===== src/rtl/div_pkg.sv =====
// Shared types and constants for the divider issue/writeback stage.
package div_pkg;

    localparam int WIDTH   = 32;
    localparam int TAG_W   = 5;
    localparam int TIMEOUT = 64;

    localparam logic [31:0] INT_MIN  = 32'h8000_0000;
    localparam logic [31:0] ALL_ONES = 32'hFFFF_FFFF;

    typedef enum logic [1:0] {
        IDLE  = 2'd0,
        START = 2'd1,
        WAIT  = 2'd2,
        RESP  = 2'd3
    } div_state_e;

endpackage


===== src/rtl/div_sign_fix.sv =====
// Conditional two's-complement negation: magnitude of a signed operand or sign restore of a quotient.
module div_sign_fix
    import div_pkg::*;
#(
    parameter int W = WIDTH
) (
    input  logic         neg,
    input  logic [W-1:0] val,
    output logic [W-1:0] res
);

    // The most negative value maps to itself, which is the correct unsigned magnitude.
    assign res = neg ? (~val + W'(1)) : val;

endmodule


===== src/rtl/div_issue_unit.sv =====
// Divide issue/writeback stage: sign handling, special cases, core start/wait with timeout,
// and a held result under a valid/ready handshake.
module div_issue_unit
    import div_pkg::*;
#(
    parameter int WIDTH   = div_pkg::WIDTH,
    parameter int TAG_W   = div_pkg::TAG_W,
    parameter int TIMEOUT = div_pkg::TIMEOUT
) (
    input  logic             clock,
    input  logic             reset,
    input  logic             req_valid,
    output logic             req_ready,
    input  logic             req_signed,
    input  logic [WIDTH-1:0] req_dividend,
    input  logic [WIDTH-1:0] req_divisor,
    input  logic [TAG_W-1:0] req_tag,
    output logic             div_start,
    output logic [WIDTH-1:0] div_dividend,
    output logic [WIDTH-1:0] div_divisor,
    input  logic [WIDTH-1:0] div_quotient,
    input  logic             div_exception,
    input  logic             div_finish,
    output logic             wb_valid,
    input  logic             wb_ready,
    output logic [WIDTH-1:0] wb_quotient,
    output logic [TAG_W-1:0] wb_tag,
    output logic             wb_exception,
    output logic             busy
);

    localparam int CNT_W = (TIMEOUT > 2) ? $clog2(TIMEOUT) : 1;
    localparam logic [WIDTH-1:0] MIN_V = {1'b1, {(WIDTH-1){1'b0}}};
    localparam logic [WIDTH-1:0] ONES  = {WIDTH{1'b1}};
    localparam logic [CNT_W-1:0] CNT_LAST = CNT_W'(TIMEOUT - 1);

    div_state_e       state;
    logic [CNT_W-1:0] cnt;
    logic             neg_q;
    logic [WIDTH-1:0] mag_a, mag_b, q_fixed;
    logic             accept, ovf;

    assign req_ready = (state == IDLE);
    assign busy      = (state != IDLE);
    assign accept    = req_valid & req_ready;
    assign ovf       = req_signed && (req_dividend == MIN_V) && (req_divisor == ONES);

    div_sign_fix #(.W(WIDTH)) u_fix_a (
        .neg (req_signed & req_dividend[WIDTH-1]),
        .val (req_dividend),
        .res (mag_a)
    );

    div_sign_fix #(.W(WIDTH)) u_fix_b (
        .neg (req_signed & req_divisor[WIDTH-1]),
        .val (req_divisor),
        .res (mag_b)
    );

    div_sign_fix #(.W(WIDTH)) u_fix_q (
        .neg (neg_q),
        .val (div_quotient),
        .res (q_fixed)
    );

    always_ff @(posedge clock or negedge reset) begin
        if (!reset) begin
            state        <= IDLE;
            cnt          <= '0;
            neg_q        <= 1'b0;
            div_start    <= 1'b0;
            div_dividend <= '0;
            div_divisor  <= '0;
            wb_valid     <= 1'b0;
            wb_quotient  <= '0;
            wb_tag       <= '0;
            wb_exception <= 1'b0;
        end else begin
            case (state)
                IDLE: if (accept) begin
                    wb_tag       <= req_tag;
                    neg_q        <= req_signed & (req_dividend[WIDTH-1] ^ req_divisor[WIDTH-1]);
                    div_dividend <= mag_a;
                    div_divisor  <= mag_b;
                    if (req_divisor == '0) begin
                        wb_quotient  <= '0;
                        wb_exception <= 1'b1;
                        wb_valid     <= 1'b1;
                        state        <= RESP;
                    end else if (ovf) begin
                        wb_quotient  <= MIN_V;
                        wb_exception <= 1'b1;
                        wb_valid     <= 1'b1;
                        state        <= RESP;
                    end else begin
                        div_start <= 1'b1;
                        state     <= START;
                    end
                end
                START: begin
                    div_start <= 1'b0;
                    cnt       <= '0;
                    state     <= WAIT;
                end
                WAIT: begin
                    // Finish takes priority over a coincident timeout.
                    if (div_finish) begin
                        wb_quotient  <= q_fixed;
                        wb_exception <= div_exception;
                        wb_valid     <= 1'b1;
                        state        <= RESP;
                    end else if (cnt == CNT_LAST) begin
                        wb_quotient  <= '0;
                        wb_exception <= 1'b1;
                        wb_valid     <= 1'b1;
                        state        <= RESP;
                    end else begin
                        cnt <= cnt + CNT_W'(1);
                    end
                end
                RESP: if (wb_ready) begin
                    wb_valid <= 1'b0;
                    state    <= IDLE;
                end
                default: state <= IDLE;
            endcase
        end
    end

endmodule


===== config.mk =====
export PLATFORM = sky130hd
export DESIGN_NAME = div_issue_unit
export DESIGN_NICKNAME = d
export VERILOG_FILES = /design/src/rtl/div_pkg.sv /design/src/rtl/div_sign_fix.sv /design/src/rtl/div_issue_unit.sv
export SDC_FILE = /design/constraint.sdc
export NUM_CORES = 1
export LEC_CHECK = 0
export ABC_AREA = 1
export BUFFER_PORTS_ARGS = -buffer_cell sky130_fd_sc_hd__buf_4
export CORE_MARGIN = 2
export CORE_UTILIZATION = 47
export CTS_CLUSTER_DIAMETER = 150
export DETAILED_ROUTE_END_ITERATION = 10
export PLACE_DENSITY_LB_ADDON = 0.2
export SYNTH_ARGS = -nofsm -noshare
export SYNTH_HDL_FRONTEND = slang
export SYNTH_HIERARCHICAL = 1
export SYNTH_SLANG_ARGS = --single-unit

===== constraint.sdc =====
create_clock -name clock -period 2.3 [get_ports clock]
set_input_delay 0.46 -clock clock [delete_from_list [all_inputs] [get_ports clock]]
set_output_delay 0.46 -clock clock [all_outputs]
set_load 0.02 [all_outputs]

# After elaboration in Yosys (flattened, before gate mapping)
# Index checks and enable logic that the tools add are counted.
[op_classes] n_addsub=4 eq_ne=14 n_mux=32 bitwise_logic=8 reduce_logical=15
[op_table] cell="$mux 32" n=8
[op_table] cell="$add 32x1->32 const B" n=3
[op_table] cell="$not 32->32" n=3
[op_table] cell="$eq 32x32->1 const B" n=2
[op_table] cell="$pmux 32 s2" n=1
[op_table] cell="$logic_not 32->1" n=1
[op_table] cell="$mux 2" n=6
[op_table] cell="$mux 6" n=2
[op_table] cell="$pmux 6 s2" n=1
[op_table] cell="$mux 1" n=10
[op_table] cell="$ne 2x2->1 const B" n=5
[op_table] cell="$pmux 2 s4" n=1
[op_table] cell="$reduce_and 4->1" n=2
[op_table] cell="$reduce_bool 2->1" n=4
[op_table] cell="$add 6x1->6 const B" n=1
[op_table] cell="$eq 6x6->1 const B" n=1
[op_table] cell="$reduce_and 3->1" n=2
[op_table] cell="$reduce_and 5->1" n=1
[op_table] cell="$and 1x1->1" n=4
[op_table] cell="$eq 2x2->1 const B" n=2
[op_table] cell="$pmux 1 s2" n=2
[op_table] cell="$ne 3x1->1 const B" n=1
[op_table] cell="$ne 3x3->1 const B" n=1
[op_table] cell="$pmux 1 s3" n=1
[op_table] cell="other kinds (7)" n=8
[word_totals] register_bits=113 in_bits=108 output_inout_bits=106 word_cells=83

# Longest topological paths before layout
# Gate-level depths: netlist of run 1.
[logic_depth] word_depth=7 depth_mapped=12

# Modules after synthesis
# Netlist of run 1, hierarchy kept.
[by_module_without_submodules] module="div_issue_unit" n_inst=1 cells_each=686 area_each_um2=5340.1
[by_module_without_submodules] module="div_sign_fix" n_inst=3 cells_each=227 area_each_um2=1108.6

# Least setup slack after synthesis of run 1
# Ideal clock, no wire load.
[synth_path] path_type="reg-to-reg" from="register state[0]" to="register wb_exception" setup_ns=0.117 t_arrival_ns=1.907 slack_ns=0.276 stages_incl_launch_ff=11 path_buffers=2 period_less_slack_ns=2.024 path_cell_list="dfrtp_1 -> inv_1 -> ha_1 -> clkbuf_2 -> inv_2 -> nor2_1 -> a211oi_4 -> nand2_4 -> buf_6 -> nand2_1 -> nand2_1"
[synth_via] elab_chain_len=4 elab_cells_between_ends=9 cone_classes="4 x eq/ne; 1 x mux; 1 x bitwise; 3 x reduce/logical"
[synth_rtl] item="start, declared" line_no="div_issue_unit.sv:37" text="div_state_e state;"
[synth_rtl] item="start signal, assigned" line_no="div_issue_unit.sv:68" text="state <= IDLE;"
[synth_rtl] item="start signal, assigned" line_no="div_issue_unit.sv:89" text="state <= RESP;"
[synth_rtl] item="start signal, assigned" line_no="div_issue_unit.sv:94" text="state <= RESP;"
[synth_rtl] item="$logic_not 2->1 *" line_no="div_issue_unit.sv:43" text="assign req_ready = (state == IDLE);"
[synth_rtl] item="net req_ready" line_no="div_issue_unit.sv:13" text="output logic req_ready,"
[synth_rtl] item="$and 1x1->1" line_no="div_issue_unit.sv:45" text="assign accept = req_valid & req_ready;"
[synth_rtl] item="$ne 2x1->1 (no source line)"
[synth_rtl] item="$reduce_and 4->1 (no source line)"
[synth_rtl] item="end signal, assigned" line_no="div_issue_unit.sv:109" text="wb_exception <= div_exception;"
[synth_rtl] item="end, declared" line_no="div_issue_unit.sv:28" text="output logic wb_exception,"
# Mark *: on every way through the listed nets, which the timed path passes. The rest lies on a longest branch.
# A chain may end at the register's enable or synchronous reset.

# Final worst setup path of run 1
[layout_path] from="register state[0]" to="register wb_quotient[29]"
[layout_via] elab_chain_len=4 elab_cells_between_ends=9 cone_classes="4 x eq/ne; 1 x mux; 1 x bitwise; 3 x reduce/logical"
[layout_rtl] item="$logic_not 2->1" line_no="div_issue_unit.sv:43, div_issue_unit.sv:79"
[layout_rtl] item="$and 1x1->1" line_no="div_issue_unit.sv:45"
[layout_rtl] item="$ne 2x1->1 (no source line)"
[layout_rtl] item="$reduce_and 4->1 (no source line)"
[layout_rtl] item="end signal, assigned" line_no="div_issue_unit.sv:108" text="wb_quotient <= q_fixed;"
[layout_rtl] item="end, declared" line_no="div_issue_unit.sv:26" text="output logic [WIDTH-1:0] wb_quotient,"
# Parallel ways exist; a longest one is shown, timed or not.

==> metrics.log, run 1 <==
[metrics] unrepaired setup endpoints after global routing: false
[metrics] startpoint type of the worst setup path: flop
[metrics] clock tree root buffer cell: sky130_fd_sc_hd__clkbuf_16
[metrics] final worst setup slack: about 0.32 ns
[metrics] number of nets in the finished design: between 1500 and 2000
[metrics] fraction of final layout cells sized beyond drive strength 1: between 20 and 25%
[metrics] Worst Hold Margin: -0.00410 ns
[metrics] leakage dissipation: 5.78 nW
[metrics] initial antenna violation count: 0
[metrics] syn avg cell area: ~6.3 µm²
[metrics] failing checks: hold timing
[metrics] post-synth cell types: 36
[metrics] share of total power in sequential cells: 28.7%
[metrics] proportion of synthesized flip-flops having asynchronous set or reset: 100%
[metrics] Sw Ratio: 45.0%
[metrics] largest net degree at the start of global routing: 51
[metrics] maximum clock path buffer count: 2
[metrics] Worst Reg-to-Reg Cells: 10
[metrics] total negative slack for setup checks: 0 ns
[metrics] Die Y: around 140 µm
[metrics] area taken by multi-input logic gates: about 5300 µm²
[metrics] Detailed Routing Iterations Pass 1: 5
[metrics] top flip-flop cell by instance count after synthesis: sky130_fd_sc_hd__dfrtp_1
[metrics] CTS H-tree depth: 4
[metrics] overall overflow remaining after global route: 0
[metrics] area of the placeable core: 18000 µm²
[metrics] row cnt: 49
[metrics] initial detailed-routing violation count: roughly 590
[metrics] drt total wl: 26.2 mm
[metrics] area share of the leading cell type in the synthesized netlist: between 30 and 40%
[metrics] highest attainable clock frequency: just over 500 MHz
[metrics] Worst Setup End Kind: flop
[metrics] HP Class: in -> async
[metrics] fin crit share: between 80 and 90%
[metrics] Post-Syn Instances: 1367
[metrics] Critical Path Start: state[0]
[metrics] worst setup skew after layout: between 0.01 and 0.015 ns
[metrics] worst slew margin relative to its limit: between 50% and 60%
[metrics] die span in x: between 100 and 150 µm
[metrics] GRT Overall Usage: between 20% and 30%
[metrics] worst-path fanout max: 33
[metrics] fin crit period: 1.98 ns
[metrics] status: finished with violations
[metrics] filler cell count: ~1800
[metrics] warnings from Yosys: 6
[metrics] sequential element share of the synthesized area: between 30 and 40%
[metrics] register clock-pin slew on the reported worst setup and hold paths: 0.06 ns
[metrics] number of endpoints failing setup at the final stage: 0
[metrics] CTS Buf Count: 17
[metrics] # diodes: 0
[metrics] register bit total from synthesis: approximately 110
[metrics] number of post-CTS setup repair buffers: 0
[metrics] dominant cell by count in the synthesized netlist: sky130_fd_sc_hd__nand2_1
[metrics] worst slew pin tran: between 0.6 and 0.7 ns
[metrics] netlist area before placement: 8670 µm²
[metrics] clk sinks: roughly 110
[metrics] setup slack of the worst register-to-register path: 0.32 ns
[metrics] clock latency reported for the late side of the worst-skew pair: between 0.4 and 0.5 ns
[metrics] synth-to-layout area growth: 27.6%
[metrics] number of enable flip-flop cells after synthesis: 0
[metrics] count of antenna-violating nets left after detailed routing: 0
[metrics] switching power: between 5 and 6 mW
[metrics] VDD IR-drop max: approximately 820 µV
[metrics] Port-buffer cells: ~210
[metrics] final slew viol count: 0
[metrics] Post-synth top cells: 628 x sky130_fd_sc_hd__nand2_1, 205 x sky130_fd_sc_hd__nor2_1, 113 x sky130_fd_sc_hd__dfrtp_1, 77 x sky130_fd_sc_hd__inv_1, 55 x sky130_fd_sc_hd__nand3_1
[metrics] vias after detailed routing: a little over 9000
[metrics] cell accounting for the most synthesized area: sky130_fd_sc_hd__dfrtp_1
[metrics] worst path required time: about 2.6 ns
[metrics] final weighted congestion in routability-driven placement: just under 1
[metrics] count of hold buffers inserted by post-cts repair: 0
[metrics] detail-routed net length per standard cell: 14.4 µm
[metrics] Hold Fails Final Rpt: 2
[metrics] Internal Pwr Total: 6.70 mW
[metrics] number of top-level pins: about 210
[metrics] register cell area after layout: about 2800 µm²
[metrics] Synth Net Count: between 1000 and 1500
[metrics] Worst R2R End: wb_quotient[29]
[metrics] HPWL after DPL: roughly 21 mm
[metrics] vias in the first global route: 8379
[metrics] start-to-end type of the worst setup path: reg -> reg
[metrics] TritonCTS clock tree: built
[metrics] worst reg2reg path startpoint: state[0]
[metrics] wire length of the first global-routing pass: 41.9 mm
[metrics] # resized after CTS: 0
[metrics] post-place setup slack: roughly 0.050 ns
[metrics] Via-to-Cell Ratio: around 5
[metrics] ranking of synthesized cells by area: sky130_fd_sc_hd__dfrtp_1 33%, sky130_fd_sc_hd__nand2_1 27%, sky130_fd_sc_hd__nor2_1 8.9%
[metrics] # DRC: 0
[metrics] Arrival @ worst endpoint: ~2.3 ns
[metrics] Clock Power Share: 20.0%
[metrics] Worst setup endpoint: wb_quotient[29]
[metrics] overall die area: 19500 µm²
[metrics] reported max-cap violation count: 0
[metrics] fraction of power consumed by combinational cells: between 50% and 60%
[metrics] pwr/cell area: roughly 1100 nW/µm²
[metrics] starting utilization of the core area: 48.1%
-- cell usage in the layout, fill, tap and decap left out --
cell                         Yosys  routed
sky130_fd_sc_hd__a211oi_4        1       1
sky130_fd_sc_hd__nand3_1        55      55
sky130_fd_sc_hd__nand2_2        15      16
sky130_fd_sc_hd__o21ai_0        26      26
sky130_fd_sc_hd__xor2_1         17      17
sky130_fd_sc_hd__ha_1            8       8
sky130_fd_sc_hd__nand2_4         4       4
sky130_fd_sc_hd__clkinvlp_4      0       5
sky130_fd_sc_hd__nor2_8          3       3
sky130_fd_sc_hd__inv_2           5       6
sky130_fd_sc_hd__o31ai_1         1       1
sky130_fd_sc_hd__nor2_4         21      21
sky130_fd_sc_hd__dfrtp_1       113     113
sky130_fd_sc_hd__or2_2           3       3
sky130_fd_sc_hd__a22oi_1         1       1
sky130_fd_sc_hd__clkinv_4        0       5
sky130_fd_sc_hd__buf_4           6     224
sky130_fd_sc_hd__a211oi_1        1       1
sky130_fd_sc_hd__nand4_1        24      24
sky130_fd_sc_hd__xnor2_1        27      27
sky130_fd_sc_hd__a22o_2          1       1
sky130_fd_sc_hd__nand3b_1       37      37
sky130_fd_sc_hd__inv_1          77      77
sky130_fd_sc_hd__or2_0           1       1
sky130_fd_sc_hd__clkinv_2        1       3
sky130_fd_sc_hd__inv_6           3       5
sky130_fd_sc_hd__nand2_1       628     627
sky130_fd_sc_hd__clkbuf_16       0      17
sky130_fd_sc_hd__nor2_1        205     205
sky130_fd_sc_hd__clkbuf_8        0       1
sky130_fd_sc_hd__o21ai_2         6       6
sky130_fd_sc_hd__a21oi_1        10      10
sky130_fd_sc_hd__nand3_2         2       2
sky130_fd_sc_hd__nor2_2         24      24
sky130_fd_sc_hd__o21ai_1         7       7
sky130_fd_sc_hd__buf_12          0       5
-- power by group through the flow --
stage	logic (mW)	registers, mW	clock network (mW)
final	6.26	3.50	2.44
after global routing	6.87	3.60	2.57
after CTS	6.32	3.49	2.48
after detailed placement	6.31	3.49	0
after global placement	6.20	3.50	0
after floorplan	2.96	4.40	0
-- logic make-up after synthesis --
group,after synthesis,synth area share [%]
and+or+nand+nor,1022,51.5
xor gates and xnor gates,44,4.45
AOI/OAI and AO/OA,54,3.70
DFF,113,32.6
buffers and inverters,126,6.60
adders and majority gates,8,1.16
-- per-layer routing --
layer	track usage, %	wire, µm	vias to the layer above
met4	8.79	546	0
met5	0	0	-
met3	5.51	1620	33
li1	-	-	4657
met1	36.2	12000	4179
met2	43.1	12000	279
-- metrics by stage --
| step | std cells | util, % | hold slack, ns | power [mW] | area [µm²] |
|---|---|---|---|---|---|
| after floorplan | 1367 | - | 0.164 | 7.36 | 8670 |
| after global placement | 1786 | 58.3 | 0.457 | 9.71 | 10500 |
| after detailed placement | 1786 | 58.3 | 0.460 | 9.81 | 10500 |
| after CTS | 1818 | 61.3 | 0.00422 | 12.3 | 11100 |
| after global routing | 1818 | 61.3 | 0.0320 | 13.0 | 11100 |
| final | 1818 | 61.3 | -0.00410 | 12.2 | 11100 |
-- worst min path at each step --
stage | start | to | slack, ns | depth (start not counted)
floorplan | reset | cnt[0] | 0.16 | 0
global placement | reset | wb_tag[3] | 0.46 | 1
detailed placement | reset | wb_tag[3] | 0.46 | 1
CTS | reset | wb_tag[3] | 0.004 | 1
global route | reset | wb_tag[3] | 0.03 | 1
finish | reset | wb_tag[3] | -0.004 | 1
-- state kept, by name, indices dropped and copies added (netlist names), 2 cells and up --
register	count
div_dividend	32
div_divisor	32
wb_quotient	32
cnt	6
wb_tag	5
state	2
-- area by class of cell --
type | instances | share of cell area [%]
Sequential cell | 113 | 25.6
Clock buffer | 18 | 3.97
Inverter | 87 | 3.10
Clock inverter | 14 | 0.985
Multi-Input combinational cell | 1128 | 47.7
Tap cell | 229 | 2.59
Timing Repair Buffer | 229 | 16.1
-- critical path, stage by stage, from the launching register on --
cell and delay [ns]:
sky130_fd_sc_hd__dfrtp_1 0.38, sky130_fd_sc_hd__inv_1 0.09, sky130_fd_sc_hd__ha_1 0.28, sky130_fd_sc_hd__inv_1 0.15
sky130_fd_sc_hd__nor2_1 0.06, sky130_fd_sc_hd__nand2_2 0.08, sky130_fd_sc_hd__inv_2 0.06, sky130_fd_sc_hd__a211oi_4 0.26
sky130_fd_sc_hd__nand2_4 0.28, sky130_fd_sc_hd__nand2_1 0.15, sky130_fd_sc_hd__nand2_1 0.06
No activity file was read; power rests on OpenSTA's default activity.
==> inputs of run 2 (changes only) <==
ABC_AREA = unset   (was 1)
PLACE_DENSITY = 0.76   (was unset)
PLACE_DENSITY_LB_ADDON = unset   (was 0.2)
==> metrics.log, run 2 <==
[metrics] register bit total from synthesis: 113 (unchanged)
[metrics] switching power: 4.56 mW (-17%)
[metrics] die span in x: 128 µm (-8.5%)
[metrics] highest attainable clock frequency: 414 MHz (-18%)
[metrics] ranking of synthesized cells by area: sky130_fd_sc_hd__dfrtp_1 39%, sky130_fd_sc_hd__xnor2_1 11%, sky130_fd_sc_hd__mux2_2 11%
[metrics] Worst Hold Margin: 0.273 ns (+0.277 ns)
[metrics] top flip-flop cell by instance count after synthesis: sky130_fd_sc_hd__dfrtp_1
[metrics] Arrival @ worst endpoint: 2.71 ns (+0.42 ns)
[metrics] drt total wl: 21.0 mm (-20%)
[metrics] register clock-pin slew on the reported worst setup and hold paths: 0.05 ns (about the same)
[metrics] Post-Syn Instances: 655 (-52%)
[metrics] number of endpoints failing setup at the final stage: 33 (+33)
[metrics] unrepaired setup endpoints after global routing: true
[metrics] overall overflow remaining after global route: 0 (unchanged)
[metrics] Worst Setup End Kind: flop
[metrics] netlist area before placement: 7210 µm² (-17%)
[metrics] start-to-end type of the worst setup path: in -> reg
[metrics] clock tree root buffer cell: sky130_fd_sc_hd__clkbuf_16
[metrics] number of nets in the finished design: 1086 (-36%)
[metrics] HPWL after DPL: 15.1 mm (-27%)
[metrics] clock latency reported for the late side of the worst-skew pair: 0.42 ns (about the same)
[metrics] ordered cell list for the critical path: buf_6 > or4b_4 > or4_4 > nor4_2 > buf_4 > a211oi_4 > nor2_8 > buf_12 > buf_16 > mux2_4
[metrics] row cnt: 45 (-8.2%)
[metrics] overall die area: 16300 µm² (-16%)
[metrics] TritonCTS clock tree: built
[metrics] starting utilization of the core area: 47.8% (-0.29 points)
[metrics] leakage dissipation: 4.78 nW (-17%)
[metrics] syn avg cell area: 11.0 µm² (+74%)
[metrics] Hold Fails Final Rpt: 0 (-2)
[metrics] sequential element share of the synthesized area: 39.2% (+6.6 points)
[metrics] share of total power in sequential cells: 28.0% (-0.7 points)
[metrics] final worst setup slack: -0.113 ns (-0.434 ns)
[metrics] hold worst-path end: wb_tag[0]
[metrics] Internal Pwr Total: 7.95 mW (+19%)
[metrics] critical hold path startpoint: req_tag[0]
[metrics] worst slew pin tran: 0.605 ns (-0.0354 ns)
[metrics] count of antenna-violating nets left after detailed routing: 0 (unchanged)
[metrics] post-route non-filler standard cell count: 1171 (-36%)
[metrics] Worst path slowest cell: sky130_fd_sc_hd__or4b_4
[metrics] fin crit share: 105% (+19 points)
[metrics] CTS H-tree depth: 4 (unchanged)
[metrics] reported max-cap violation count: 0 (unchanged)
[metrics] Port-buffer cells: 213 (unchanged)
[metrics] sum of buffers and inverters on the critical path: 4 (+1)
[metrics] final weighted congestion in routability-driven placement: 0.847 (-14%)
[metrics] area share of the leading cell type in the synthesized netlist: 39.2% (+6.6 points)
[metrics] vias in the first global route: 6636 (-21%)
[metrics] HP Class: in -> reg
[metrics] fraction of power consumed by combinational cells: 49.4% (-1.9 points)
[metrics] post-synth cell types: 47 (+31%)
[metrics] # diodes: 0 (unchanged)
[metrics] GRT Overall Usage: 26.2% (-0.55 points)
[metrics] worst slew margin relative to its limit: 59.6% (+2.4 points)
[metrics] status: finished with violations
[metrics] most common cell after layout, fill and taps aside: sky130_fd_sc_hd__buf_4
[metrics] worst-path fanout max: 5 (-85%)
[metrics] number of enable flip-flop cells after synthesis: 0 (unchanged)
[metrics] pwr/cell area: 1180 nW/µm² (+6.8%)
[metrics] worst reg2reg path startpoint: cnt[0]
[metrics] Via-to-Cell Ratio: 5.60 (+11%)
[metrics] synth-to-layout area growth: 47.4%
[metrics] placed cells: 1134 (-37%)
[metrics] dominant cell by count in the synthesized netlist: sky130_fd_sc_hd__dfrtp_1
[metrics] CP delay by family, top: simple AND/OR/NAND/NOR gates
[metrics] failing checks: setup timing
[metrics] VDD IR-drop max: 730 µV (-11%)
[metrics] cell accounting for the most synthesized area: sky130_fd_sc_hd__dfrtp_1
[metrics] initial antenna violation count: 0 (unchanged)
[metrics] fraction of final layout cells sized beyond drive strength 1: 49.6% (+27 points)
[metrics] clk sinks: 113 (unchanged)
[metrics] number of top-level pins: 214 (unchanged)
[metrics] Hold Path Depth: 2
[metrics] worst setup skew after layout: 0.00665 ns (-0.00470 ns)
[metrics] startpoint type of the worst setup path: input pin
[metrics] stage delay of the slowest cell on the critical path: 0.53 ns (+0.15 ns)
[metrics] area of the placeable core: 15100 µm² (-16%)
[metrics] Sw Ratio: 36.4% (-8.6 points)
[metrics] post-place setup slack: -0.638 ns (-0.688 ns)
[metrics] number of logic stages on the critical path including buffering: 10 (unchanged)
[metrics] largest registers ranked by flip-flop count: div_dividend: 32 flops, div_divisor: 32 flops, wb_quotient: 32 flops
[metrics] Die Y: 128 µm (-8.5%)
[metrics] fin crit period: 2.41 ns (+0.434 ns)
[metrics] commonest cells after routing, fill and taps aside: 314 x sky130_fd_sc_hd__buf_4, 113 x sky130_fd_sc_hd__dfrtp_1, 91 x sky130_fd_sc_hd__xnor2_1
[metrics] initial detailed-routing violation count: 419 (-29%)
[metrics] vias after detailed routing: 6555 (-28%)
[metrics] # DRC: 0 (unchanged)
[metrics] Worst Reg-to-Reg Cells: 8 (-2)
[metrics] warnings from Yosys: 6 (unchanged)
[metrics] setup slack of the worst register-to-register path: 0.18 ns (-0.14 ns)
[metrics] final slew viol count: 0 (unchanged)
[metrics] CTS Buf Count: 17 (unchanged)
[metrics] Post-synth top cells: 113 x sky130_fd_sc_hd__dfrtp_1, 91 x sky130_fd_sc_hd__xnor2_1, 69 x sky130_fd_sc_hd__mux2_2, 45 x sky130_fd_sc_hd__nand2_1, 34 x sky130_fd_sc_hd__mux2_1
[metrics] wire length of the first global-routing pass: 33.7 mm (-19%)
[metrics] proportion of synthesized flip-flops having asynchronous set or reset: 100% (unchanged)
[metrics] Synth Net Count: 771 (-48%)
[metrics] Clock Power Share: 22.6% (+2.6 points)
[metrics] maximum clock path buffer count: 2 (unchanged)
[metrics] Worst R2R End: wb_quotient[13]
[metrics] largest net degree at the start of global routing: 72 (+41%)
[metrics] detail-routed net length per standard cell: 18.0 µm (+25%)
[metrics] Detailed Routing Iterations Pass 1: 5 (unchanged)
[metrics] worst path required time: 2.60 ns (about the same)
==> run 2: cell count changes after synthesis, sizes merged, moves of 14 or more <==
cell	previous run	this run
and3	0	32
inv	85	12
mux2	0	103
nand2	647	45
nand3	57	15
nand3b	37	4
nor2	253	11
nor4	0	31
o31ai	1	25
o41ai	0	27
xnor2	27	91
xor2	17	3
==> run 2: per-stage QoR <==
step           utilization (%)  cell area (µm²)  TNS, ns  total power, mW
2_1_floorplan                -             7210   -11.27             6.68
3_3_place_gp              64.8             9780   -19.21             9.10
3_5_place_dp              64.8             9780   -20.65             9.23
4_1_cts                   70.2            10600    -2.76             12.5
5_1_grt                   70.4            10600    -3.22             13.2
6_report                  70.4            10600    -2.37             12.5
==> run 2: logic make-up (layout without fill, tap and decap cells) <==
kind of cell	Yosys count	after routing	share of synthesized area, %
buffers and inverters	41	369	2.60
AO/OA/AOI/OAI	94	94	10.4
XOR/XNOR	94	94	11.4
AND/OR/NAND/NOR	201	201	18.7
multiplexers	104	104	16.2
adder cells (fa/ha/maj)	8	8	1.39
flip-flops	113	113	39.2
==> run 2: area by class of cell <==
cell class,instances,area (µm²)
Fill cell,1134,4460
Tap cell,188,235
Multi-Input combinational cell,501,4330
Clock buffer,22,474
Sequential cell,113,2830
Timing Repair Buffer,325,2560
Clock inverter,10,156
Inverter,12,45.0
==> run 2: routing by layer <==
metal / GRT usage, % / part of all wire, % / vias to the layer above / wire, µm
li1: - / - / 3065 / -
met1: 32.1 / 42 / 3211 / 8810
met2: 43.9 / 49 / 241 / 10200
met3: 7.05 / 7.1 / 38 / 1500
met4: 11.1 / 2.3 / 0 / 493
met5: 0 / 0 / - / 0
==> run 2: how the worst max path moves through the flow <==
| stage | startpoint | to |
|---|---|---|
| floorplan | req_dividend[1] | wb_exception |
| global placement | req_dividend[1] | wb_valid |
| detailed placement | req_dividend[1] | wb_valid |
| CTS | req_dividend[1] | wb_quotient[15] |
| global route | req_dividend[1] | wb_quotient[28] |
| finish | req_dividend[1] | wb_quotient[13] |
==> run 2: timing repair <==
item / CTS / global route
setup endpoints to repair: 34 / 34
pin swaps: 3 / 0
hold buffers: 1 / 0
gates resized for setup: 23 / 13
endpoints found under the hold margin: 14 / 0
buffers inserted: 2 / 1
gates cloned: 2 / 0
==> run 2: power groups by stage <==
stage	combinational [mW]	clock [mW]	sequential [mW]
floorplan	2.17	0	4.51
global placement	5.62	0	3.47
detailed placement	5.73	0	3.50
CTS	6.16	2.87	3.49
global route	6.57	2.97	3.62
finish	6.18	2.82	3.51
==> inputs of run 3 (changes only) <==
GPL_TIMING_DRIVEN = 0   (was unset)
SETUP_SLACK_MARGIN = 0.02   (was unset)
==> metrics.log, run 3 (same netlist as run 2, synthesis figures left out) <==
[metrics] unrepaired setup endpoints after global routing: true
[metrics] number of endpoints failing setup at the final stage: 34 (+3.0%)
[metrics] leakage dissipation: 4.31 nW (-9.8%)
[metrics] initial antenna violation count: 0 (unchanged)
[metrics] placed cells: 1057 (-6.8%)
[metrics] VDD IR-drop max: 644 µV (-12%)
[metrics] number of nets in the finished design: 1016 (-6.4%)
[metrics] Arrival @ worst endpoint: 2.74 ns (+0.03 ns)
[metrics] worst path required time: 2.59 ns (about the same)
[metrics] Most Crowded Layer GR: met2
[metrics] fraction of final layout cells sized beyond drive strength 1: 41.5% (-8.2 points)
[metrics] count of antenna-violating nets left after detailed routing: 0 (unchanged)
[metrics] most common cell after layout, fill and taps aside: sky130_fd_sc_hd__buf_4
[metrics] row cnt: 45 (unchanged)
[metrics] highest attainable clock frequency: 409 MHz (-1.3%)
[metrics] post-place setup slack: -0.957 ns (-0.319 ns)
[metrics] worst-path fanout max: 7 (+2)
[metrics] clk sinks: 113 (unchanged)
[metrics] failing checks: setup timing
[metrics] fin crit share: 106% (+1.4 points)
[metrics] CTS Buf Count: 17 (unchanged)
[metrics] maximum clock path buffer count: 2 (unchanged)
[metrics] Worst Setup End Kind: flop
[metrics] final slew viol count: 0 (unchanged)
[metrics] clock tree root buffer cell: sky130_fd_sc_hd__clkbuf_16
[metrics] Port-buffer cells: 213 (unchanged)
[metrics] status: finished with violations
[metrics] starting utilization of the core area: 47.8% (unchanged)
[metrics] Clock Power Share: 20.9% (-1.7 points)
[metrics] HP Class: in -> reg
[metrics] area of the placeable core: 15100 µm² (unchanged)
[metrics] pwr/cell area: 1210 nW/µm² (+2.5%)
[metrics] final worst setup slack: -0.146 ns (-0.0327 ns)
[metrics] overall die area: 16300 µm² (unchanged)
[metrics] global-route met2 utilization: 41.2% (-2.7 points)
[metrics] DP Area: 9080 µm² (-7.2%)
[metrics] overall overflow remaining after global route: 0 (unchanged)
[metrics] vias after detailed routing: 6325 (-3.5%)
[metrics] CTS H-tree depth: 4 (unchanged)
[metrics] start-to-end type of the worst setup path: in -> reg
[metrics] routing usage on met1: 32.3% (+0.16 points)
[metrics] startpoint type of the worst setup path: input pin
[metrics] reported max-cap violation count: 0 (unchanged)
[metrics] total negative slack for setup checks: -3.22 ns (-0.852 ns)
[metrics] clock latency reported for the late side of the worst-skew pair: 0.41 ns (about the same)
[metrics] die span in x: 128 µm (unchanged)
[metrics] register clock-pin slew on the reported worst setup and hold paths: 0.05 ns (about the same)
[metrics] HPWL after DPL: 15.0 mm (-1.0%)
[metrics] detail-routed net length per standard cell: 18.5 µm (+2.8%)
[metrics] Final Instance Area: 9860 µm² (-7.2%)
[metrics] commonest cells after routing, fill and taps aside: 219 x sky130_fd_sc_hd__buf_4, 113 x sky130_fd_sc_hd__dfrtp_1, 91 x sky130_fd_sc_hd__xnor2_1
[metrics] worst setup skew after layout: 0.00686 ns (+0.000210 ns)
[metrics] worst slew pin tran: 0.628 ns (+0.0227 ns)
[metrics] worst slew margin relative to its limit: 57.8% (-1.8 points)
[metrics] TritonCTS clock tree: built
[metrics] initial detailed-routing violation count: 451 (+7.6%)
[metrics] fin crit period: 2.45 ns (+0.0327 ns)
[metrics] GRT Overall Usage: 25.0% (-1.3 points)
[metrics] number of top-level pins: 214 (unchanged)
[metrics] Sw Ratio: 37.5% (+1.0 points)
[metrics] final weighted congestion in routability-driven placement: 0.900 (+6.3%)
[metrics] drt total wl: 20.3 mm (-3.7%)
[metrics] GR met3 Demand/Resource: 5.88% (-1.2 points)
[metrics] share of total power in sequential cells: 29.2% (+1.2 points)
[metrics] # diodes: 0 (unchanged)
[metrics] Via-to-Cell Ratio: 5.77 (+3.0%)
[metrics] wire length of the first global-routing pass: 32.0 mm (-5.2%)
[metrics] # DRC: 0 (unchanged)
[metrics] Die Y: 128 µm (unchanged)
[metrics] switching power: 4.46 mW (-2.2%)
[metrics] vias in the first global route: 6103 (-8.0%)
[metrics] largest registers ranked by flip-flop count: div_dividend: 32 flops, div_divisor: 32 flops, wb_quotient: 32 flops
[metrics] post-route non-filler standard cell count: 1097 (-6.3%)
[metrics] synth-to-layout area growth: 36.8%
[metrics] Internal Pwr Total: 7.44 mW (-6.4%)
[metrics] largest net degree at the start of global routing: 84 (+17%)
[metrics] Detailed Routing Iterations Pass 1: 5 (unchanged)
[metrics] fraction of power consumed by combinational cells: 49.9% (+0.5 points)
[metrics] Hold Fails Final Rpt: 0 (unchanged)
-- run 3: cell types whose count changed in the layout (fill, tap and decap cells not counted), sizes merged --
| cell | previous run | this run |
|---|---|---|
| bufinv | 4 | 1 |
| buf | 324 | 237 |
| clkinvlp | 1 | 2 |
| clkinv | 5 | 2 |
| clkbuf | 22 | 40 |
-- run 3: cell type report --
cell class                 instances  area (µm²)
fill                            1228        5230
multi-input combinational        501        4280
sequential                       113        2830
timing repair buffer             226        1770
clock buffer                      23         498
tap                              188         235
buffer                            29         150
clock inverter                     5        55.1
inverter                          12        45.0
-- run 3: stage by stage --
stage	util, %	hold WS [ns]	power [mW]
6_report	65.4	0.283	11.9
3_3_place_gp	59.9	0.469	8.94
3_5_place_dp	60.1	0.358	9.05
5_1_grt	65.4	0.270	12.5
2_1_floorplan	-	0.164	6.68
4_1_cts	65.2	0.264	11.9
-- run 3: power groups by stage --
stage / logic [mW] / clock network [mW] / registers [mW]
detailed placement: 5.55 / 0 / 3.49
global route: 6.33 / 2.63 / 3.59
global placement: 5.48 / 0 / 3.46
floorplan: 2.17 / 0 / 4.51
finish: 5.94 / 2.48 / 3.48
CTS: 5.91 / 2.53 / 3.48
-- run 3: per-layer routing --
metal | up-vias | part of all wire (%)
li1 | 2931 | -
met1 | 3094 | 42
met2 | 275 | 48
met3 | 25 | 7.9
met4 | 0 | 1.7
met5 | - | 0
-- run 3: worst paths after layout --
path	from	endpoint	slack [ns]	depth (start not counted)
max reg2reg	cnt[0]	wb_quotient[9]	0.07	8
min reg2reg	wb_quotient[29]	wb_quotient[29]	0.48	1
max	req_divisor[11]	wb_quotient[9]	-0.15	10
max in group asynchronous	reset	neg_q	1.08	3
min	req_tag[0]	wb_tag[0]	0.28	2
min in group asynchronous	reset	wb_exception	0.50	2
-- run 3: timing repair --
action / in CTS / in global routing
pin swaps: 2 / 2
setup buffers: 7 / 4
resized for setup: 22 / 7
endpoints found under the hold margin: 30 / 0
endpoints found under the setup margin: 35 / 78
cloned: 1 / 0
hold buffers: 1 / 0
-- run 3: critical path, stage by stage --
cell and delay [ns]:
sky130_fd_sc_hd__buf_4 0.15, sky130_fd_sc_hd__or4b_4 0.47, sky130_fd_sc_hd__or4_4 0.44, sky130_fd_sc_hd__nor4_4 0.20, sky130_fd_sc_hd__buf_4 0.17, sky130_fd_sc_hd__a211oi_4 0.08
sky130_fd_sc_hd__nor2_8 0.19, sky130_fd_sc_hd__buf_12 0.13, sky130_fd_sc_hd__buf_8 0.11, sky130_fd_sc_hd__mux2_1 0.32
